<file path="src/rtl/vga_frame_engine.sv">
// VGA scan-out engine: runtime-parametrised timing, scaled/packed framebuffer fetch,
// test patterns and frame-synchronous mode switching with sync aligned to pixel data.
module vga_frame_engine #(
  parameter int H_ACTIVE   = 640,
  parameter int H_FP       = 16,
  parameter int H_SYNC     = 96,
  parameter int H_BP       = 48,
  parameter int V_ACTIVE   = 480,
  parameter int V_FP       = 10,
  parameter int V_SYNC     = 2,
  parameter int V_BP       = 33,
  parameter int SYNC_POL   = 0,
  parameter int SCALE_LOG2 = 1,
  parameter int PIX_LOG2   = 1,
  parameter int DATA_W     = 16,
  parameter int ADDR_W     = 15
) (
  input  logic              clk,
  input  logic              rst_n,
  input  logic              pix_ce,
  input  logic              btn_next,
  input  logic              btn_prev,
  input  logic [DATA_W-1:0] mem_data,
  output logic [ADDR_W-1:0] mem_addr,
  output logic              mem_rd,
  output logic              hsync,
  output logic              vsync,
  output logic              de,
  output logic [7:0]        rgb,
  output logic              frame_start,
  output logic [1:0]        mode
);

  localparam int H_TOTAL = H_ACTIVE + H_FP + H_SYNC + H_BP;
  localparam int V_TOTAL = V_ACTIVE + V_FP + V_SYNC + V_BP;
  localparam int HW = $clog2(H_TOTAL);
  localparam int VW = $clog2(V_TOTAL);

  localparam logic [HW-1:0] H_LAST    = HW'(H_TOTAL - 1);
  localparam logic [HW-1:0] H_ACT     = HW'(H_ACTIVE);
  localparam logic [HW-1:0] HS_BEG    = HW'(H_ACTIVE + H_FP);
  localparam logic [HW-1:0] HS_END    = HW'(H_ACTIVE + H_FP + H_SYNC);
  localparam logic [VW-1:0] V_LAST    = VW'(V_TOTAL - 1);
  localparam logic [VW-1:0] V_ACT     = VW'(V_ACTIVE);
  localparam logic [VW-1:0] VS_BEG    = VW'(V_ACTIVE + V_FP);
  localparam logic [VW-1:0] VS_END    = VW'(V_ACTIVE + V_FP + V_SYNC);
  localparam logic [HW-1:0] H_SC_MASK = HW'((1 << SCALE_LOG2) - 1);
  localparam logic [VW-1:0] V_SC_MASK = VW'((1 << SCALE_LOG2) - 1);
  localparam logic [HW-1:0] PX_MASK   = HW'((1 << PIX_LOG2) - 1);
  localparam logic [ADDR_W-1:0] WPL   = ADDR_W'((H_ACTIVE >> SCALE_LOG2) >> PIX_LOG2);
  localparam logic SYNC_ON            = (SYNC_POL != 0);

  typedef enum logic [1:0] {
    MODE_FB      = 2'd0,
    MODE_BARS    = 2'd1,
    MODE_CHECKER = 2'd2,
    MODE_SOLID   = 2'd3
  } mode_e;

  logic [HW-1:0]     h, sx, sel1;
  logic [VW-1:0]     v, v_inc;
  logic [ADDR_W-1:0] line_base, word_addr;
  logic [1:0]        pending;
  mode_e             cur_mode, mode_now;
  logic              frame_hit, active, first_of_word, fetch;
  logic [2:0]        bar;
  logic [7:0]        pat, pat1;
  logic              de1, hs1, vs1, fb1;
  logic [DATA_W-1:0] word, src, shifted;

  function automatic logic [7:0] bar_colour(input logic [2:0] b);
    case (b)
      3'd0:    bar_colour = 8'hFF;
      3'd1:    bar_colour = 8'hFC;
      3'd2:    bar_colour = 8'h1F;
      3'd3:    bar_colour = 8'h1C;
      3'd4:    bar_colour = 8'hE3;
      3'd5:    bar_colour = 8'hE0;
      3'd6:    bar_colour = 8'h03;
      default: bar_colour = 8'h00;
    endcase
  endfunction

  assign v_inc     = v + 1'b1;
  assign frame_hit = pix_ce && (h == '0) && (v == '0);
  // The pixel that triggers the mode load must already be rendered in the new mode.
  assign mode_now  = frame_hit ? mode_e'(pending) : cur_mode;
  assign active    = (h < H_ACT) && (v < V_ACT);
  assign sx        = h >> SCALE_LOG2;
  assign first_of_word = ((sx & PX_MASK) == '0) && ((h & H_SC_MASK) == '0);
  assign word_addr = line_base + ADDR_W'(sx >> PIX_LOG2);
  assign fetch     = pix_ce && active && (mode_now == MODE_FB) && first_of_word;
  assign mode      = cur_mode;

  always_comb begin
    bar = '0;
    for (int unsigned k = 1; k < 8; k++) begin
      if (h >= HW'((k * H_ACTIVE + 7) / 8)) bar = bar + 3'd1;
    end
    pat = 8'h00;
    unique case (mode_now)
      MODE_BARS:    pat = bar_colour(bar);
      MODE_CHECKER: pat = (h[4] ^ v[4]) ? 8'hFF : 8'h00;
      default:      pat = 8'h00;
    endcase
  end

  always_ff @(posedge clk or negedge rst_n) begin
    if (!rst_n) begin
      h         <= '0;
      v         <= '0;
      line_base <= '0;
    end else if (pix_ce) begin
      if (h == H_LAST) begin
        h <= '0;
        if (v == V_LAST) begin
          v         <= '0;
          line_base <= '0;
        end else begin
          v <= v_inc;
          if ((v_inc < V_ACT) && ((v_inc & V_SC_MASK) == '0)) line_base <= line_base + WPL;
        end
      end else begin
        h <= h + 1'b1;
      end
    end
  end

  always_ff @(posedge clk or negedge rst_n) begin
    if (!rst_n) begin
      cur_mode    <= MODE_FB;
      pending     <= '0;
      frame_start <= 1'b0;
    end else begin
      frame_start <= frame_hit;
      if (frame_hit) cur_mode <= mode_e'(pending);
      if (btn_next && !btn_prev)      pending <= pending + 2'd1;
      else if (btn_prev && !btn_next) pending <= pending - 2'd1;
    end
  end

  // Read data arrives on the edge after the strobe; it is used directly on that edge
  // and parked in word for the remaining pixels of the word (and for sparse pix_ce).
  always_ff @(posedge clk or negedge rst_n) begin
    if (!rst_n) begin
      mem_rd   <= 1'b0;
      mem_addr <= '0;
      word     <= '0;
    end else begin
      mem_rd <= fetch;
      if (fetch)  mem_addr <= word_addr;
      if (mem_rd) word     <= mem_data;
    end
  end

  assign src     = mem_rd ? mem_data : word;
  assign shifted = src << {sel1, 3'b000};

  always_ff @(posedge clk or negedge rst_n) begin
    if (!rst_n) begin
      de1   <= 1'b0;
      hs1   <= ~SYNC_ON;
      vs1   <= ~SYNC_ON;
      fb1   <= 1'b0;
      sel1  <= '0;
      pat1  <= '0;
      de    <= 1'b0;
      hsync <= ~SYNC_ON;
      vsync <= ~SYNC_ON;
      rgb   <= '0;
    end else if (pix_ce) begin
      de1   <= active;
      hs1   <= ((h >= HS_BEG) && (h < HS_END)) ? SYNC_ON : ~SYNC_ON;
      vs1   <= ((v >= VS_BEG) && (v < VS_END)) ? SYNC_ON : ~SYNC_ON;
      fb1   <= (mode_now == MODE_FB);
      sel1  <= sx & PX_MASK;
      pat1  <= pat;
      de    <= de1;
      hsync <= hs1;
      vsync <= vs1;
      rgb   <= de1 ? (fb1 ? shifted[DATA_W-1 -: 8] : pat1) : '0;
    end
  end

endmodule

</file>
<file path="config.mk">
export PLATFORM = sky130hd
export DESIGN_NAME = vga_frame_engine
export DESIGN_NICKNAME = d
export VERILOG_FILES = /design/src/rtl/vga_frame_engine.sv
export SDC_FILE = /design/constraint.sdc
export NUM_CORES = 1
export LEC_CHECK = 0
export ABC_AREA = 1
export CAP_MARGIN = 20
export CORE_UTILIZATION = 60
export DETAILED_ROUTE_END_ITERATION = 8
export PLACE_DENSITY = 0.83
export SYNTH_ARGS = -nofsm -noshare
export SYNTH_HDL_FRONTEND = slang
export SYNTH_SLANG_ARGS = --single-unit
</file>
<file path="constraint.sdc">
create_clock -name clk -period 11.72 [get_ports clk]
set_input_delay 2.93 -clock clk [delete_from_list [all_inputs] [get_ports clk]]
set_output_delay 2.93 -clock clk [all_outputs]
set_load 0.05 [all_outputs]
</file>
* Yosys cells after proc, flatten, opt, wreduce, memory -nomap -nowiden *
Cells that the tools add are included.

operators by class
  magnitude comparators = 14
  multiply operators = 0
  shift operators = 1
  equal/unequal tests = 10
  muxes and demuxes = 22
  reductions and logical operators = 25
  add/sub/neg operators = 12
  bitwise gates (word level) = 1
  div/mod/pow operators = 0

operator list
  operator                                                                count
  8-bit case mux with 7 select lines                                      1
  10-bit logical NOT                                                      5
  10-bit by 9-bit >= comparator with 1-bit output, second input constant  4
  10-bit by 9-bit < comparator with 1-bit output, second input constant   3
  15-bit 2-to-1 mux                                                       2
  8-bit 2-to-1 mux                                                        3
  10-bit by 1-bit adder with 10-bit output, second input constant         2
  10-bit == test, second input constant                                   2
  10-bit >= comparator, second input constant                             2
  10-bit by 8-bit >= comparator with 1-bit output, second input constant  2
  10-bit < comparator, second input constant                              2
  10-bit 2-to-1 mux                                                       2
  3-bit 2-to-1 mux                                                        6
  16-bit 2-to-1 mux                                                       1
  8-bit case mux with 2 select lines                                      1
  16-bit by 4-bit << shifter with 16-bit output                           1
  15-bit by 8-bit adder with 15-bit output                                1
  15-bit by 8-bit adder with 15-bit output, second input constant         1
  3-bit by 1-bit adder with 3-bit output, second input constant           5
  1-bit logical AND                                                       12
  10-bit by 7-bit >= comparator with 1-bit output, second input constant  1
  3-bit == test, second input constant                                    3
  3-bit by 2-bit == test with 1-bit output, second input constant         2
  2-bit 2-to-1 mux                                                        3
  other kinds (14)                                                        18

storage, ports and cells
  bits in read-only memories = 0
  logic and storage cells = 104
  latch bits = 0
  memories kept = 0
  flip-flop bits (word level) = 96
  output and inout port bits = 30
  memory bits (writable) = 0
  bits of input ports = 21

* Longest topological paths before layout *
Gate-level depths: netlist (run 1).

  depth in word-level cells = 17
  mapped depth = 29
  gate-level depth less buffers = 29

* Least setup slack after synthesis (run 1) *
No wires, ideal clock.

  kind = input to register
  start point = input pix_ce
  end point = register mem_addr[11]
  cell stages on the path = 10
  slack = 7321 ps
  arrival = 4304 ps
  data required time = 11625 ps
  path through = inv_2 > nor3_1 > nand3_1 > o21a_1 > ha_1 > nand4_1 > buf_2 > buf_2 > nand2_1 > o31ai_1

between the ends
  longest elaborated chain between the ends = 6

ends and longest elaborated chain
  what                              RTL line  RTL
  start, declared                   20        input logic pix_ce,
  1-bit logical AND (2 in a row)    85        assign frame_hit = pix_ce && (h == '0) && (v == '0);
  2-bit 2-to-1 mux                  n/a
  2-bit logical NOT                 92        assign fetch = pix_ce && active && (mode_now == MODE_FB) && first_of_word;
  1-bit logical AND * (2 in a row)  92
  end signal, assigned              151       if (fetch) mem_addr <= word_addr;
  end, declared                     24        output logic [ADDR_W-1:0] mem_addr,

Every way passes the cells marked *; elsewhere a longest branch is shown, timed or not.
A chain may end at the register's enable or synchronous reset.

* Worst setup path in the final report (run 1) *
  start point = input pix_ce
  end point = register mem_addr[13]

Same word-level chain as after synthesis.

==> impl_metrics.json, run 1 <==
{
  "die_height_um": 91.5,
  "cts_tree": "done",
  "fraction_of_final_layout_cells_with_drive_strength_greater_than_1_pct": 6.96,
  "register_clock_pin_slew_on_the_reported_worst_setup_and_hold_paths_ps": 90,
  "crit_buf_inv": 4,
  "synth_edf_count": 0,
  "synthesis.nets": 675,
  "fin_nets": 724,
  "outcome": "complete, no violations",
  "clock_latency_of_the_later_clocked_register_in_the_worst_skew_pair_ps": 360,
  "cts-root-to-sink-buffers": 2,
  "gr-total-overflow": 0,
  "initial_drc_count": 294,
  "grt_antenna_before_repair": 0,
  "place.gp.congestion": 0.874,
  "diodes": 0,
  "vias": 4315,
  "cts_repair_resize_count": 0,
  "critPathMaxStageDelay_ps": 450,
  "row_count": 32,
  "port_buffers": 50,
  "period_needed_ps": 5360,
  "placed_cell_area_mm2": 0.00538,
  "finished_layout_cells": 792,
  "finalSetupViolCount": 0,
  "ys_dominant_reg_cell": "sky130_fd_sc_hd__dfrtp_1",
  "yosysWarningCount": 0,
  "drt-vias-per-instance": 5.45,
  "postRouteAntennaNets": 0,
  "postSynthAreaPerCell_um2": 7.55,
  "global_route.usage.total_pct": 27.9,
  "ir_worst_vdd_mv": 0.0720,
  "final_util_pct": 72.5,
  "holdCritPathClass": "flop to flop",
  "cts.repair_timing.setup_buffer_count": 0,
  "tritoncts.num_buffers": 9,
  "timing.fmax_ghz": 0.187,
  "grt_pass1_wl_um": 18600,
  "cts_hold_buffers": 0,
  "wire_per_inst_um": 13.9,
  "hold_viol": 0,
  "cp-end-kind": "flop",
  "cts_root_buf": "sky130_fd_sc_hd__clkbuf_8",
  "detailedRoute.firstPassIterationCount": 5,
  "remaining_max_slew_budget_at_the_tightest_pin_pct": 62.7,
  "clock_sink_count": 86,
  "dpl.cell_count": 774,
  "total_leakage_power_nw": 2.83,
  "timing.critical_path.required_ps": 11990,
  "initial_utilization_pct": 62.2,
  "first_global_vias": 4043,
  "cp_max_fo": 31,
  "postSynthRegisterBits": 86,
  "most-common-layout-cells": "sky130_fd_sc_hd__nand2_1 (194), sky130_fd_sc_hd__dfrtp_1 (82), sky130_fd_sc_hd__inv_1 (69)",
  "cpMaxStageDelayCell": "sky130_fd_sc_hd__clkdlybuf4s50_1",
  "final_cell_area_mm2": 0.00561,
  "mostFrequentLayoutCell": "sky130_fd_sc_hd__nand2_1",
  "htree_levels": 3,
  "post-route-worst-setup-slack_ps": 6360,
  "die_width_um": 91.5,
  "crit_type": "input pin to flop",
  "ys_async_sr_fraction_pct": 100,
  "grt_max_degree": 87,
  "synth_sequential_area_ratio_pct": 44.9,
  "path_cells": "clkdlybuf4s50_1 -> buf_4 -> inv_2 -> nor3_1 -> nand3_1 -> nand2_1 -> o21a_1 -> ha_1 -> nand4_1 -> buf_8 -> o31ai_1",
  "final_min_period_over_clock_period_pct": 45.7,
  "synthesis.instances": 636,
  "clock_skew_ps": 14.9,
  "maxCapViolations": 0,
  "unrepaired_setup_endpoints_after_global_routing": "no",
  "synthToLayoutAreaGrowth_pct": 16.7,
  "timing.critical_path.max_delay_family": "buffers and inverters",
  "boundaryPins": 51,
  "worst_setup_slack_after_placement_ps": 5330,
  "drc": 0,
  "drt-total-wl_um": 11000,
  "die_area_mm2": 0.00837,
  "slew_viol_final": 0,
  "core_region_area_mm2": 0.00773,
  "setup_total_negative_slack_ps": 0,
  "post-dp-hpwl_um": 8080,
  "start_kind": "input pin",
  "tightestPinTransition_ps": 555,
  "post_synth_num_cell_types": 41,
  "critPathArrivalTime_ps": 5620,
  "syn-cell-area_mm2": 0.00480,
  "power_per_cell_area_mw_per_mm2": 116
}
==> metal layers <==
metal / vias to the layer above / share of wire, % / global-route usage (%)
met4: 0 / 3.0 / 12.0
met5: - / 0 / 0
li1: 2145 / - / -
met3: 30 / 4.5 / 3.85
met2: 144 / 47 / 44.0
met1: 1996 / 45 / 38.5
==> tightest hold or removal path, delay by kind of cell (launching register included) <==
kind	cells	cell delay [ps]
DFF	1	330
and+or+nand+nor	2	120
==> per-stage QoR <==
| step | hold WS [ps] | power (mW) |
|---|---|---|
| after CTS | 474 | 0.648 |
| final | 474 | 0.648 |
| after detailed placement | 453 | 0.455 |
| after floorplan | 433 | 0.417 |
| after global routing | 502 | 0.677 |
| after global placement | 451 | 0.451 |
==> final timing paths <==
check / cells past startpoint / from / slack [ps] / end
hold reg to reg: 2 / word[14] / 470 / word[14]
setup / recovery: 11 / pix_ce / 6360 / mem_addr[13]
min in group asynchronous: 1 / rst_n / 2400 / word[9]
max in group asynchronous: 2 / rst_n / 8700 / line_base[7]
hold / removal: 2 / word[14] / 470 / word[14]
setup reg to reg: 29 / h[9] / 7330 / pat1[4]
==> kinds of logic (layout without fill, tap and decap cells) <==
group                      after synthesis  after routing  share of synthesized area [%]
AOI/OAI and AO/OA                       79             79                           9.35
xor gates and xnor gates                16             16                           2.92
adders and majority gates               18             18                           4.69
buffers and inverters                   97            151                           7.63
DFF                                     86             86                           44.9
and+or+nand+nor                        340            340                           30.5
==> power breakdown <==
| part | total, mW | internal, mW | leakage (nW) | switching [mW] |
|---|---|---|---|---|
| sequential | 0.344 | 0.318 | 1.02 | 0.0261 |
| clock | 0.197 | 0.0888 | 0.0995 | 0.108 |
| combinational | 0.107 | 0.0387 | 1.71 | 0.0686 |
==> cells in the mapped netlist (all sizes together) (2+ instances only) <==
library cell	number	area share, %
nor4	3	0.70
clkinv	3	0.23
o21a	2	0.31
dfstp	4	2.2
a21oi	10	1.0
xor2	13	2.4
nor2	61	5.0
nand2	198	16
inv	79	6.2
o22ai	5	0.65
xnor2	3	0.55
and2	2	0.26
or2	2	0.26
ha	18	4.7
nand3b	2	0.31
o31ai	6	0.94
nand3	47	5.2
nor3	11	1.3
nand4	14	1.8
buf	3	0.29
clkbuf	12	0.94
o21ai	49	5.2
dfrtp	82	43
==> state kept, by name, summed over array words and instances, names as in the netlist, 2 cells and up <==
register,count
mode,2
h,10
mem_addr,15
pat1,3
line_base,10
pending,2
word,16
v,10
rgb,8
==> final cells by class <==
| cell class | count | area [µm²] |
|---|---|---|
| clock buffers | 11 | 151 |
| clock inverters | 5 | 32.5 |
| fillers | 607 | 2120 |
| inverters | 82 | 308 |
| multi-input cells | 453 | 2280 |
| flip-flops and latches | 86 | 2160 |
| well taps | 102 | 128 |
| repair buffers | 53 | 548 |
No activity file was read; power rests on OpenSTA's default activity.
==> inputs of run 2 (changes only) <==
CORE_UTILIZATION = 57   (was 60)
PLACE_DENSITY = 0.79   (was 0.83)
clock period = 5 ns   (was 11.72 ns; I/O delays follow)
==> run 2 against run 1 <==
  * Wire length rose by 0.83%
  * Global-route usage down 0.79 points
  * Setup slack worse by 5700 ps
  * Flip-flop and latch count is the same
  * Sequential power increased by 130%
  * Critical endpoint is now pat1[4]
  * Largest power group unchanged
  * Highest routed layer unchanged
==> impl_metrics.json, run 2 (synthesized netlist as in run 1, its figures left out) <==
{
  "outcome": "complete, no violations",
  "drc": 0,
  "finalSetupViolCount": 0,
  "place.gp.congestion": 0.899,
  "slew_viol_final": 0,
  "final_util_pct": 68.8,
  "fraction_of_final_layout_cells_with_drive_strength_greater_than_1_pct": 6.96,
  "critPathArrivalTime_ps": 4620,
  "diodes": 0,
  "die_width_um": 93.8,
  "tritoncts.num_buffers": 9,
  "hold_viol": 0,
  "power_per_cell_area_mw_per_mm2": 278,
  "global_route.usage.total_pct": 27.1,
  "post-route-worst-setup-slack_ps": 641,
  "worst_setup_slack_after_placement_ps": 724,
  "cts.repair_timing.setup_buffer_count": 0,
  "die_height_um": 93.8,
  "row_count": 33,
  "clock_sink_count": 86,
  "initial_utilization_pct": 58.8,
  "die_area_mm2": 0.00880,
  "post-dp-hpwl_um": 8050,
  "grt_max_degree": 87,
  "unrepaired_setup_endpoints_after_global_routing": "no",
  "clock_skew_ps": 8.37,
  "fillCellCount": 687,
  "port_buffers": 50,
  "boundaryPins": 51,
  "cp_max_fo": 7,
  "final_cell_area_mm2": 0.00563,
  "htree_levels": 3,
  "detailedRoute.firstPassIterationCount": 5,
  "remaining_max_slew_budget_at_the_tightest_pin_pct": 60.4,
  "most-common-layout-cells": "sky130_fd_sc_hd__nand2_1 (194), sky130_fd_sc_hd__dfrtp_1 (82), sky130_fd_sc_hd__inv_1 (69)",
  "first_global_vias": 4178,
  "synthToLayoutAreaGrowth_pct": 17.1,
  "fin_nets": 724,
  "timing.critical_path.mode_cell": "sky130_fd_sc_hd__nand2_1",
  "register_clock_pin_slew_on_the_reported_worst_setup_and_hold_paths_ps": 90,
  "cts_root_buf": "sky130_fd_sc_hd__clkbuf_8",
  "timing.fmax_ghz": 0.229,
  "vias": 4311,
  "crit_type": "flop to flop",
  "start_kind": "flop",
  "postRouteAntennaNets": 0,
  "cts-root-to-sink-buffers": 2,
  "worst-r2r-cell-count": 29,
  "placed_cell_area_mm2": 0.00539,
  "setup_total_negative_slack_ps": 0,
  "gr-total-overflow": 0,
  "wire_per_inst_um": 13.9,
  "grt_antenna_before_repair": 0,
  "initial_drc_count": 227,
  "period_needed_ps": 4360,
  "total_leakage_power_nw": 2.82,
  "mostFrequentLayoutCell": "sky130_fd_sc_hd__nand2_1",
  "timing.critical_path.required_ps": 5260,
  "drt-vias-per-instance": 5.42,
  "ir_worst_vdd_mv": 0.163,
  "clock_latency_of_the_later_clocked_register_in_the_worst_skew_pair_ps": 360,
  "drt-total-wl_um": 11100,
  "core_region_area_mm2": 0.00818,
  "grt_pass1_wl_um": 18600,
  "cts_repair_resize_count": 0,
  "cts_tree": "done",
  "top_register": "word",
  "critPathMaxStageDelay_ps": 480,
  "maxCapViolations": 0,
  "tightestPinTransition_ps": 587,
  "final_min_period_over_clock_period_pct": 87.2,
  "cpMaxStageDelayCell": "sky130_fd_sc_hd__dfrtp_1",
  "cp-end-kind": "flop",
  "max_ffs_per_register": 16,
  "total_power_mw": 1.57,
  "cts_hold_buffers": 0,
  "worstHoldPathCells": 2,
  "largest_registers_in_the_final_layout": "word (16), mem_addr (15)",
  "holdCritPathClass": "flop to flop"
}
[run 2: final timing paths]
path	startpoint	endpoint	slack [ps]
max	h[9]	pat1[4]	640
min	word[2]	word[2]	470
max reg2reg	h[9]	pat1[4]	640
min reg2reg	word[2]	word[2]	470
max in group asynchronous	rst_n	mem_addr[3]	3560
min in group asynchronous	rst_n	word[10]	820
[run 2: where the power goes]
part           internal [mW]  switching, mW  total, mW
Sequential             0.746         0.0573      0.803
Combinational         0.0912          0.163      0.254
Clock                  0.247          0.262      0.509
[run 2: metrics by stage]
stage	hold slack (ps)	std cells
after floorplan	433	636
after global placement	452	778
after detailed placement	455	778
after CTS	478	794
after global routing	499	795
final	473	795
[run 2: area by class of cell]
cell class | instances | area [µm²] | area share, %
well taps | 105 | 131 | 2.34
multi-input cells | 453 | 2280 | 40.5
flip-flops and latches | 86 | 2160 | 38.3
inverters | 82 | 308 | 5.47
clock inverters | 6 | 70.1 | 1.25
clock buffers | 10 | 138 | 2.45
repair buffers | 53 | 541 | 9.61
[run 2: worst max-delay path: cells and delay by family, from the launching register on]
kind / cells / cell delay [ps]
compound gates: 1 / 180
fa+ha+maj: 5 / 1220
buf+inv: 5 / 350
flops: 1 / 480
simple gates: 18 / 2040
[run 2: metal layers]
layer	wire length, µm	share of wire [%]	up-vias	track usage [%]
met2	5500	50	120	47.3
met3	568	5.1	13	3.40
met4	136	1.2	0	8.97
li1	-	-	2144	-
met5	0	0	-	0
met1	4860	44	2034	34.8
==> inputs of run 3 (changes only) <==
CORE_MARGIN = 5   (was default)
==> run 3 against run 2 <==
  * Maximum frequency is 0.23% lower
  * Critical path type unchanged
  * Setup slack worse by 9.9 ps
  * Highest routed layer unchanged
  * Critical path depth is the same
  * Largest power group unchanged
  * Wire length is 2.4% higher
  * Core utilization shrank 0.28 points
  * Sequential share of layout area about the same
  * Final area about the same
  * Count of clock-buffer cells in the layout down 1
  * Die area grew 18%
  * Register-to-register slack barely moved
  * Critical endpoint unchanged
==> impl_metrics.json, run 3 (synthesized netlist as in run 1, its figures left out) <==
{
  "unrepaired_setup_endpoints_after_global_routing": "no",
  "diodes": 0,
  "grt_pass1_wl_um": 19000,
  "multi_input_comb_area_mm2": 0.00228,
  "timing.critical_path.max_delay_family": "simple AND/OR/NAND/NOR gates",
  "initial_utilization_pct": 58.5,
  "finished_layout_cells": 796,
  "drt-total-wl_um": 11300,
  "clock_sink_count": 86,
  "clock_skew_ps": 12.2,
  "postRouteAntennaNets": 0,
  "largest_registers_in_the_final_layout": "word (16), mem_addr (15)",
  "tightestPinTransition_ps": 569,
  "power_per_cell_area_mw_per_mm2": 277,
  "boundaryPins": 51,
  "timing.critical_path.mode_cell": "sky130_fd_sc_hd__nand2_1",
  "die_area_mm2": 0.0104,
  "cp-endpoint": "pat1[4]",
  "worst-r2r-cell-count": 29,
  "grt_max_degree": 87,
  "crit_path_start": "h[9]",
  "maxCapViolations": 0,
  "critPathMaxStageDelay_ps": 480,
  "cpMaxStageDelayCell": "sky130_fd_sc_hd__dfrtp_1",
  "crit_buf_inv": 5,
  "setup_total_negative_slack_ps": 0,
  "port_buffers": 50,
  "cts.repair_timing.setup_buffer_count": 0,
  "first_global_vias": 4214,
  "cts_repair_resize_count": 0,
  "start_kind": "flop",
  "detailedRoute.firstPassIterationCount": 7,
  "rr_endpoint": "pat1[4]",
  "period_needed_ps": 4370,
  "fin_nets": 725,
  "cts-root-to-sink-buffers": 2,
  "crit_type": "flop to flop",
  "top_register": "word",
  "htree_levels": 3,
  "total_leakage_power_nw": 2.84,
  "finalSetupViolCount": 0,
  "row_count": 33,
  "outcome": "complete, no violations",
  "ir_worst_vdd_mv": 0.162,
  "fillCellCount": 696,
  "slew_viol_final": 0,
  "cts_root_buf": "sky130_fd_sc_hd__clkbuf_8",
  "dpl.cell_count": 779,
  "placed_cell_area_mm2": 0.00540,
  "wire_per_inst_um": 14.2,
  "final_min_period_over_clock_period_pct": 87.4,
  "cp_max_fo": 7,
  "remaining_max_slew_budget_at_the_tightest_pin_pct": 61.5,
  "drt-vias-per-instance": 5.46,
  "cp-end-kind": "flop",
  "timing.hold.ws_ps": 479,
  "drc": 0,
  "synthToLayoutAreaGrowth_pct": 17.2,
  "vias": 4345,
  "holdCritPathClass": "flop to flop",
  "total_power_mw": 1.56,
  "grt_antenna_before_repair": 0,
  "cts_tree": "done",
  "final_cell_area_mm2": 0.00563,
  "most-common-layout-cells": "sky130_fd_sc_hd__nand2_1 (194), sky130_fd_sc_hd__dfrtp_1 (82), sky130_fd_sc_hd__inv_1 (69)",
  "ff_latch_area_mm2": 0.00216,
  "critPathArrivalTime_ps": 4620,
  "worst_r2r_setup_slack_ps": 630,
  "register_clock_pin_slew_on_the_reported_worst_setup_and_hold_paths_ps": 100,
  "gr-total-overflow": 0,
  "global_route.usage.total_pct": 22.9,
  "cts_hold_buffers": 0,
  "worst-path-stages": 29,
  "tritoncts.num_buffers": 9,
  "clock_latency_of_the_later_clocked_register_in_the_worst_skew_pair_ps": 360,
  "place.gp.congestion": 0.900,
  "max_ffs_per_register": 16,
  "final_util_pct": 68.5,
  "initial_drc_count": 240,
  "fraction_of_final_layout_cells_with_drive_strength_greater_than_1_pct": 7.09,
  "core_region_area_mm2": 0.00822,
  "post-dp-hpwl_um": 8350,
  "mostFrequentLayoutCell": "sky130_fd_sc_hd__nand2_1",
  "post-route-worst-setup-slack_ps": 631,
  "die_width_um": 102,
  "die_height_um": 102,
  "hold_path_startpoint": "word[6]",
  "timing.fmax_ghz": 0.229,
  "hold_viol": 0,
  "r2r-start": "h[9]",
  "worst_setup_slack_after_placement_ps": 682,
  "timing.critical_path.required_ps": 5250
}
==> run 3: cell count changes in the layout (fill, tap and decap cells not counted) <==
cell,previous run,this run
sky130_fd_sc_hd__clkbuf_8,10,9
sky130_fd_sc_hd__clkinv_2,0,1
sky130_fd_sc_hd__inv_8,0,1
sky130_fd_sc_hd__clkinvlp_4,3,0
sky130_fd_sc_hd__buf_4,3,4
sky130_fd_sc_hd__clkinv_4,1,3
==> run 3: how the worst min path moves through the flow <==
stage / depth (start not counted) / to
finish: 2 / word[6]
global route: 2 / word[15]
CTS: 2 / word[7]
detailed placement: 2 / word[7]
global placement: 2 / word[8]
floorplan: 2 / word[2]
==> run 3: where the power goes <==
group	switching (mW)	internal, mW	leakage (nW)
logic	0.165	0.0915	1.71
clock network	0.263	0.238	0.106
registers	0.0579	0.746	1.02
==> run 3: cell type report <==
| type | instances | share of cell area, % |
|---|---|---|
| multi-input combinational | 453 | 40.5 |
| sequential | 86 | 38.3 |
| tap | 105 | 2.33 |
| clock buffer | 9 | 2.20 |
| timing repair buffer | 54 | 9.73 |
| inverter | 82 | 5.47 |
| clock inverter | 7 | 1.44 |
==> run 3: layer usage <==
layer	track usage [%]	up-vias	share of wire (%)
met5	0	-	0
met4	7.97	0	1.9
met3	3.28	22	5.5
met2	40.7	135	50
met1	28.5	2038	43
li1	-	2150	-
==> run 3: worst register-to-register path: cells and delay by family (launching register included) <==
family                   cells  cell delay (ps)
flip-flops                   1              480
AND/OR/NAND/NOR             18             2020
adder cells (fa/ha/maj)      5             1220
AO/OA/AOI/OAI                1              190
buffers and inverters        5              350
